$ cat config.mk
export PLATFORM = sky130hd
export DESIGN_NAME = uart_byte_rx
export DESIGN_NICKNAME = d
export VERILOG_FILES = /design/src/rtl/uart_byte_rx.sv
export SDC_FILE = /design/constraint.sdc
export NUM_CORES = 1
export LEC_CHECK = 0
export BUFFER_PORTS_ARGS = -buffer_cell sky130_fd_sc_hd__buf_4
export CORE_AREA = 5 5 72 74
export CTS_CLUSTER_DIAMETER = 120
export DETAILED_ROUTE_END_ITERATION = 16
export DIE_AREA = 0 0 77 79
export HOLD_SLACK_MARGIN = 0.03
export PLACE_DENSITY = 0.71
export SLEW_MARGIN = 20
export SYNTH_ARGS = -nofsm -noshare
export SYNTH_HDL_FRONTEND = slang
export SYNTH_SLANG_ARGS = --single-unit
$ cat constraint.sdc
create_clock -name clk -period 4.03 [get_ports clk]
set_input_delay 0.403 -clock clk [delete_from_list [all_inputs] [get_ports clk]]
set_output_delay 0.403 -clock clk [all_outputs]
set_load 0.05 [all_outputs]
$ cat src/rtl/uart_byte_rx.sv
// +-----------------------------------------------------------------------------+
// | Module      : uart_byte_rx                                                  |
// | Description : UART byte receiver, 8N1 (8E1 when UART_PARITY_EN is defined), |
// |               one-cycle rok / frame_err / parity_err strobes.               |
// | Revision    : 1.0 - initial release                                         |
// +-----------------------------------------------------------------------------+
`default_nettype none

module uart_byte_rx #(
  parameter int CLKS_PER_BIT = 434,
  parameter int SYNC_STAGES  = 2
) (
  input  logic       clk,
  input  logic       rst,
  input  logic       rxd,
  output logic [7:0] mosi,
  output logic       rok,
  output logic       frame_err,
  output logic       parity_err,
  output logic       rx_busy
);

`ifdef UART_PARITY_EN
  localparam bit c_parity_en = 1'b1;
`else
  localparam bit c_parity_en = 1'b0;
`endif

  localparam logic [15:0] c_full = 16'(CLKS_PER_BIT - 1);
  localparam logic [15:0] c_half = 16'(CLKS_PER_BIT / 2 - 1);

  typedef enum logic [2:0] {
    S_IDLE   = 3'd0,
    S_START  = 3'd1,
    S_DATA   = 3'd2,
    S_PARITY = 3'd3,
    S_STOP   = 3'd4,
    S_BRK    = 3'd5
  } state_t;

  state_t                 r_state, w_state_next;
  logic [SYNC_STAGES-1:0] r_sync;
  logic [15:0]            r_cnt, w_cnt_next;
  logic [2:0]             r_idx, w_idx_next;
  logic [7:0]             r_shift, w_shift_next;
  logic                   r_par_bad, w_par_bad_next;
  logic [7:0]             r_mosi, w_mosi_next;
  logic                   r_rok, w_rok_next;
  logic                   r_ferr, w_ferr_next;
  logic                   r_perr, w_perr_next;
  logic                   w_rxs;

  assign w_rxs = r_sync[SYNC_STAGES-1];

  always_ff @(posedge clk) begin
    if (rst) begin
      r_sync    <= '1;
      r_state   <= S_IDLE;
      r_cnt     <= '0;
      r_idx     <= '0;
      r_shift   <= '0;
      r_par_bad <= 1'b0;
      r_mosi    <= 8'h00;
      r_rok     <= 1'b0;
      r_ferr    <= 1'b0;
      r_perr    <= 1'b0;
    end else begin
      r_sync    <= {r_sync[SYNC_STAGES-2:0], rxd};
      r_state   <= w_state_next;
      r_cnt     <= w_cnt_next;
      r_idx     <= w_idx_next;
      r_shift   <= w_shift_next;
      r_par_bad <= w_par_bad_next;
      r_mosi    <= w_mosi_next;
      r_rok     <= w_rok_next;
      r_ferr    <= w_ferr_next;
      r_perr    <= w_perr_next;
    end
  end

  always_comb begin
    w_state_next   = r_state;
    w_cnt_next     = (r_cnt == c_full) ? 16'd0 : r_cnt + 16'd1;
    w_idx_next     = r_idx;
    w_shift_next   = r_shift;
    w_par_bad_next = r_par_bad;
    w_mosi_next    = r_mosi;
    w_rok_next     = 1'b0;
    w_ferr_next    = 1'b0;
    w_perr_next    = 1'b0;
    case (r_state)
      S_IDLE: begin
        w_par_bad_next = 1'b0;
        if (!w_rxs) w_state_next = S_START;
      end
      S_START: begin
        // Re-check at mid start bit so the data samples land mid-bit too.
        if (r_cnt == c_half) begin
          if (w_rxs) begin
            w_state_next = S_IDLE;
          end else begin
            w_state_next = S_DATA;
            w_idx_next   = 3'd0;
          end
        end
      end
      S_DATA: begin
        if (r_cnt == c_full) begin
          w_shift_next[r_idx] = w_rxs;
          if (r_idx == 3'd7) w_state_next = c_parity_en ? S_PARITY : S_STOP;
          else               w_idx_next   = r_idx + 3'd1;
        end
      end
      S_PARITY: begin
        if (r_cnt == c_full) begin
          w_par_bad_next = (^r_shift) ^ w_rxs;
          w_state_next   = S_STOP;
        end
      end
      S_STOP: begin
        if (r_cnt == c_full) begin
          if (w_rxs) begin
            w_state_next = S_IDLE;
            if (r_par_bad) begin
              w_perr_next = 1'b1;
            end else begin
              w_mosi_next = r_shift;
              w_rok_next  = 1'b1;
            end
          end else begin
            // Framing error wins over parity; wait out the break before rearming.
            w_ferr_next  = 1'b1;
            w_state_next = S_BRK;
          end
        end
      end
      S_BRK: begin
        if (w_rxs) w_state_next = S_IDLE;
      end
      default: w_state_next = S_IDLE;
    endcase
    if (w_state_next != r_state) w_cnt_next = 16'd0;
  end

  assign mosi       = r_mosi;
  assign rok        = r_rok;
  assign frame_err  = r_ferr;
  assign parity_err = r_perr & c_parity_en;
  assign rx_busy    = (r_state != S_IDLE);

endmodule

`default_nettype wire

# Word-level counts from Yosys, hierarchy flattened
# Cells that the tools add are included.
[op_classes]
order_cmp = 2
reduce_logical = 13
addsub = 2
mux = 22
bitwise = 5
eq_ne = 14
[ops]
columns = ["operator", "count"]
rows = [
  ["3-bit two-way mux", 12],
  ["3-bit one-hot mux with 6 select lines", 1],
  ["16-bit by 1-bit adder with 16-bit output (second input constant)", 1],
  ["16-bit by 8-bit == test with 1-bit output (second input constant)", 1],
  ["16-bit by 9-bit == test with 1-bit output (second input constant)", 1],
  ["2-bit != test (second input constant)", 5],
  ["3-bit == test (second input constant)", 3],
  ["8-bit bitwise mux", 1],
  ["8-bit parity", 1],
  ["3-bit by 2-bit == test with 1-bit output (second input constant)", 2],
  ["3-bit one-hot mux with 2 select lines", 1],
  ["3-bit OR reduction", 2],
  ["5-bit AND reduction", 1],
  ["3-bit by 4-bit less-than comparator with 1-bit output (second input constant)", 1],
  ["1-bit two-way mux", 4],
  ["1-bit inverter", 4],
  ["2-bit AND reduction", 2],
  ["4-bit AND reduction", 1],
  ["2-bit nonzero test", 2],
  ["4-bit OR reduction", 1],
  ["3-bit by 1-bit adder with 3-bit output (second input constant)", 1],
  ["1-bit demux with 3-bit select", 1],
  ["3-bit by 1-bit == test with 1-bit output (second input constant)", 1],
  ["3-bit by 1-bit >= comparator with 1-bit output (second input constant)", 1],
  ["other kinds (7)", 7],
]
[word_totals]
regBits = 43

# Depth between registers and ports, before layout
[logic_depth]
word_depth = 6
ltp_mapped = 8

# Least setup slack after synthesis
# Ideal clock, no wire load.
[synth_timing]
path_type = "register to register"
from = "register r_cnt[2]"
to = "register r_mosi[0] (netlist: mosi[0])"
stages_incl_launch_ff = 7
n_path_buf = 1
setup_time_ns = 0.128
path_slack_ns = 2.011
required_ns = 3.902
t_arrival_ns = 1.891
synth_period_minus_slack_ns = 2.019
path_cell_list = "dfxtp_1 > or4_4 > nor4_4 > and4_1 > buf_4 > mux2i_1 > nor2_1"
[synth_between]
elab_chain_cells = 2
[synth_lines]
columns = ["element", "line", "source"]
rows = [
  ["start, declared", "43", "logic [15:0] r_cnt, w_cnt_next;"],
  ["start signal, assigned", "70", "r_cnt <= w_cnt_next;"],
  ["16-bit by 9-bit == test with 1-bit output", "121", "if (r_cnt == c_full) begin"],
  ["4-bit AND reduction (no line)", "--", ""],
  ["end signal, assigned", "74", "r_mosi <= w_mosi_next;"],
  ["end, declared", "47", "logic [7:0] r_mosi, w_mosi_next;"],
]
# Every way passes these cells.
# A chain may end at the register's enable or synchronous reset.

# Worst setup path in the final report
[layout_timing]
from = "register r_cnt[2]"
to = "register r_mosi[2] (netlist: mosi[2])"
# Same word-level chain as after synthesis.

==> results by group <==
Logic synthesis
  – Post-synth EDFFs: 0
  – Area contributors post-synth: dfxtp_1 41%, nor2_1 6.6%, xnor2_1 4.6%
  – Post-synth design cell area: 0.00211 mm2
  – Synth Instances: 240
  – FFs w/ async S/R, synth: 0%
  – Net Count, Synth: 248
  – Register area share after synthesis: 40.7%
  – Synth Register Bits: 43
  – Area share of the leading cell type in the synthesized netlist: 40.7%
  – Main synth FF type: dfxtp_1
  – Yosys top cell by area: dfxtp_1
  – Synth Warn #: 0
  – Mean Syn Cell Area: 8.81 um2
  – Synth cell types: 43

STA
  – Endpoints failing setup: 0
  – Post-layout min period: 2.41 ns
  – Setup_tns: 0 ns
  – Hold_ws: 0.298 ns
  – Worst-margin pin slew: 0.622 ns
  – Endpoints failing hold: 0
  – RSZ-0062 raised after global routing: false
  – Final period util: 59.8%
  – Rel. slew slack: 58.5%
  – Fmax: 0.415 GHz
  – Final slew viol count: 0
  – Clk_skew: 0.00995 ns
  – Worst Slack Setup Final: 1.62 ns

Critical path
  – Top delay family on crit path: simple AND/OR/NAND/NOR gates
  – Kind of critical path: reg -> reg
  – CP Capture Type: register
  – R2R setup slack: 1.62 ns
  – Crit path cell chain: or4_4, nor4_4, and4_1, mux2i_1, nor2_1
  – Max incr delay on CP: 0.61 ns
  – Crit path max-delay cell type: or4_4
  – Crit path arrival time: 2.59 ns
  – Crit path max fanout: 8
  – Startpoint types: register
  – WP data required: 4.21 ns
  – CP bufs+invs: 0

Global routing
  – Vias in the first global route: 1556
  – Total grt overflow: 0
  – Initial antenna violation count: 0
  – GRT Util Overall: 14.3%
  – First-pass GRT wire length: 7.17 mm
  – Largest net degree at the start of global routing: 29

Worst hold path
  – HP Class: in -> reg

Drt
  – Via-to-Cell Ratio: 5.42
  – Initial DRC count: 143
  – Via count of the routed design: 1630
  – WL final: 4.08 mm
  – WL per Instance: 13.5 um
  – DRT Pass-1 Iters: 4
  – DRC: 0
  – Routed Antenna Nets: 0

Place
  – Post-DP HPWL: 2.80 mm
  – Routability Congestion: 0.807
  – Number of buffers added on ports: 13
  – Pre-CTS setup slack: 1.66 ns

Die
  – Die Y: 79 um
  – Rows: 25
  – Die X: 77 um
  – Core box area: 0.00454 mm2
  – Starting Density: 46.6%
  – Die area: 0.00608 mm2
  – Io pins: 15

Clock tree
  – # Post-CTS Setup Buffers: 0
  – Clock Tree Root: clkbuf_8
  – TritonCTS Buffers: 5
  – CTS Sinks: 43
  – Clock latency on the worst-skew pair: 0.29 ns
  – Hold Buf Count CTS: 0
  – Cts repair resizes: 0
  – Clock buffer depth: 2
  – CTS clk-pin slew, worst paths: 0.08 ns
  – CTS tree: yes
  – Max H-tree Level: 2

Finish
  – Most common cell after layout, fill and taps aside: dfxtp_1
  – Ratio of cells with drive above 1 in the final layout: 12.6%
  – Util after Layout: 51.5%
  – Final #Nets: 254
  – ANT cells: 0
  – Area Growth Syn to Fin: 10.5%
  – Commonest cells after routing, fill and taps aside: 43 x dfxtp_1, 37 x nor2_1, 14 x nand2_1, 13 x nand3_1, 13 x buf_4

Flow run
  – Max_cap viols: 0

Power and ir drop
  – Sw Share: 21.3%
  – Overall Power: 0.815 mW
  – Leak Pwr: 0.841 nW
  – Register share of total power: 53.4%
  – Pwr/cell area: 349 mW/mm2
  – Combinational group share of total power: 4.0%
  – IR Drop Worst-Case VDD: 0.219 mV
  – NetSw: 0.174 mW
  – Clock power share: 42.6%
  – Int Pwr: 0.641 mW

Status
  – Run status: finished, final reports clean
metrics by stage:
stage | cells | instance area, um2
after global placement | 293 | 2220
after floorplan | 240 | 2110
after global routing | 301 | 2330
after CTS | 301 | 2330
final | 301 | 2330
after detailed placement | 293 | 2220
path summary, 6_finish.rpt:
check / startpoint / cells past startpoint / endpoint
worst max-delay path: r_cnt[2] / 5 / mosi[2]
worst min-delay path: rxd / 2 / r_sync[0]
worst max register to register: r_cnt[2] / 5 / mosi[2]
worst min register to register: r_sync[0] / 1 / r_sync[1]
cells in the mapped netlist (2+ instances only):
| cell | instances |
|---|---|
| nor4_2 | 2 |
| xnor2_1 | 11 |
| inv_1 | 4 |
| nor4_4 | 2 |
| a21oi_1 | 12 |
| nor2_1 | 37 |
| nand2b_1 | 5 |
| nand3_1 | 13 |
| and3_1 | 4 |
| nand4_1 | 5 |
| xor2_1 | 9 |
| nor4_1 | 3 |
| dfxtp_1 | 43 |
| mux2i_1 | 8 |
| nand2_1 | 14 |
| a31oi_1 | 2 |
| o31ai_1 | 2 |
| buf_4 | 2 |
| o21ai_0 | 8 |
| nand3b_1 | 3 |
| or2_2 | 2 |
| or4_4 | 2 |
| nor2b_1 | 5 |
| clkbuf_1 | 11 |
| and4_1 | 5 |
| nor3_1 | 4 |
| nor3b_1 | 2 |
| ha_1 | 5 |
cell families (layout without fill, tap and decap cells):
logic type	count (synthesis)	count (layout)	share of synthesized area (%)
compound gates	30	30	8.64
xor+xnor	21	21	9.35
fa+ha+maj	5	5	2.96
buf+inv	18	25	3.61
flops	43	43	40.7
mux	8	8	3.79
other cells	1	1	0.177
simple gates	114	114	30.7
power by group through the flow:
stage	logic [mW]	clock network, mW	registers [mW]
after floorplan	0.0299	0	0.441
after global placement	0.0325	0	0.445
after detailed placement	0.0322	0	0.445
after CTS	0.0326	0.358	0.435
after global routing	0.0361	0.378	0.437
final	0.0322	0.347	0.435
cell type report:
class	instances	area (um2)
Sequential cell	43	861
Clock inverter	2	35.0
Clock buffer	6	82.6
Timing Repair Buffer	13	97.6
Multi-Input combinational cell	179	1180
Tap cell	54	67.6
Inverter	4	15.0
Fill cell	414	2200
routing by layer:
metal,vias up,track usage (%),wire length [um]
li1,849,-,-
met3,6,3.63,141
met5,-,0,0
met1,755,19.4,1990
met2,20,22.4,1890
met4,0,4.64,57
flip-flops by register name, indices dropped and copies added (netlist names):
signal / count
r_cnt: 16
mosi: 8
r_shift: 8
r_idx: 3
r_state: 3
r_sync: 2
frame_err: 1
r_par_bad: 1
rok: 1
Note: power is estimated with default switching activity, not from simulation.
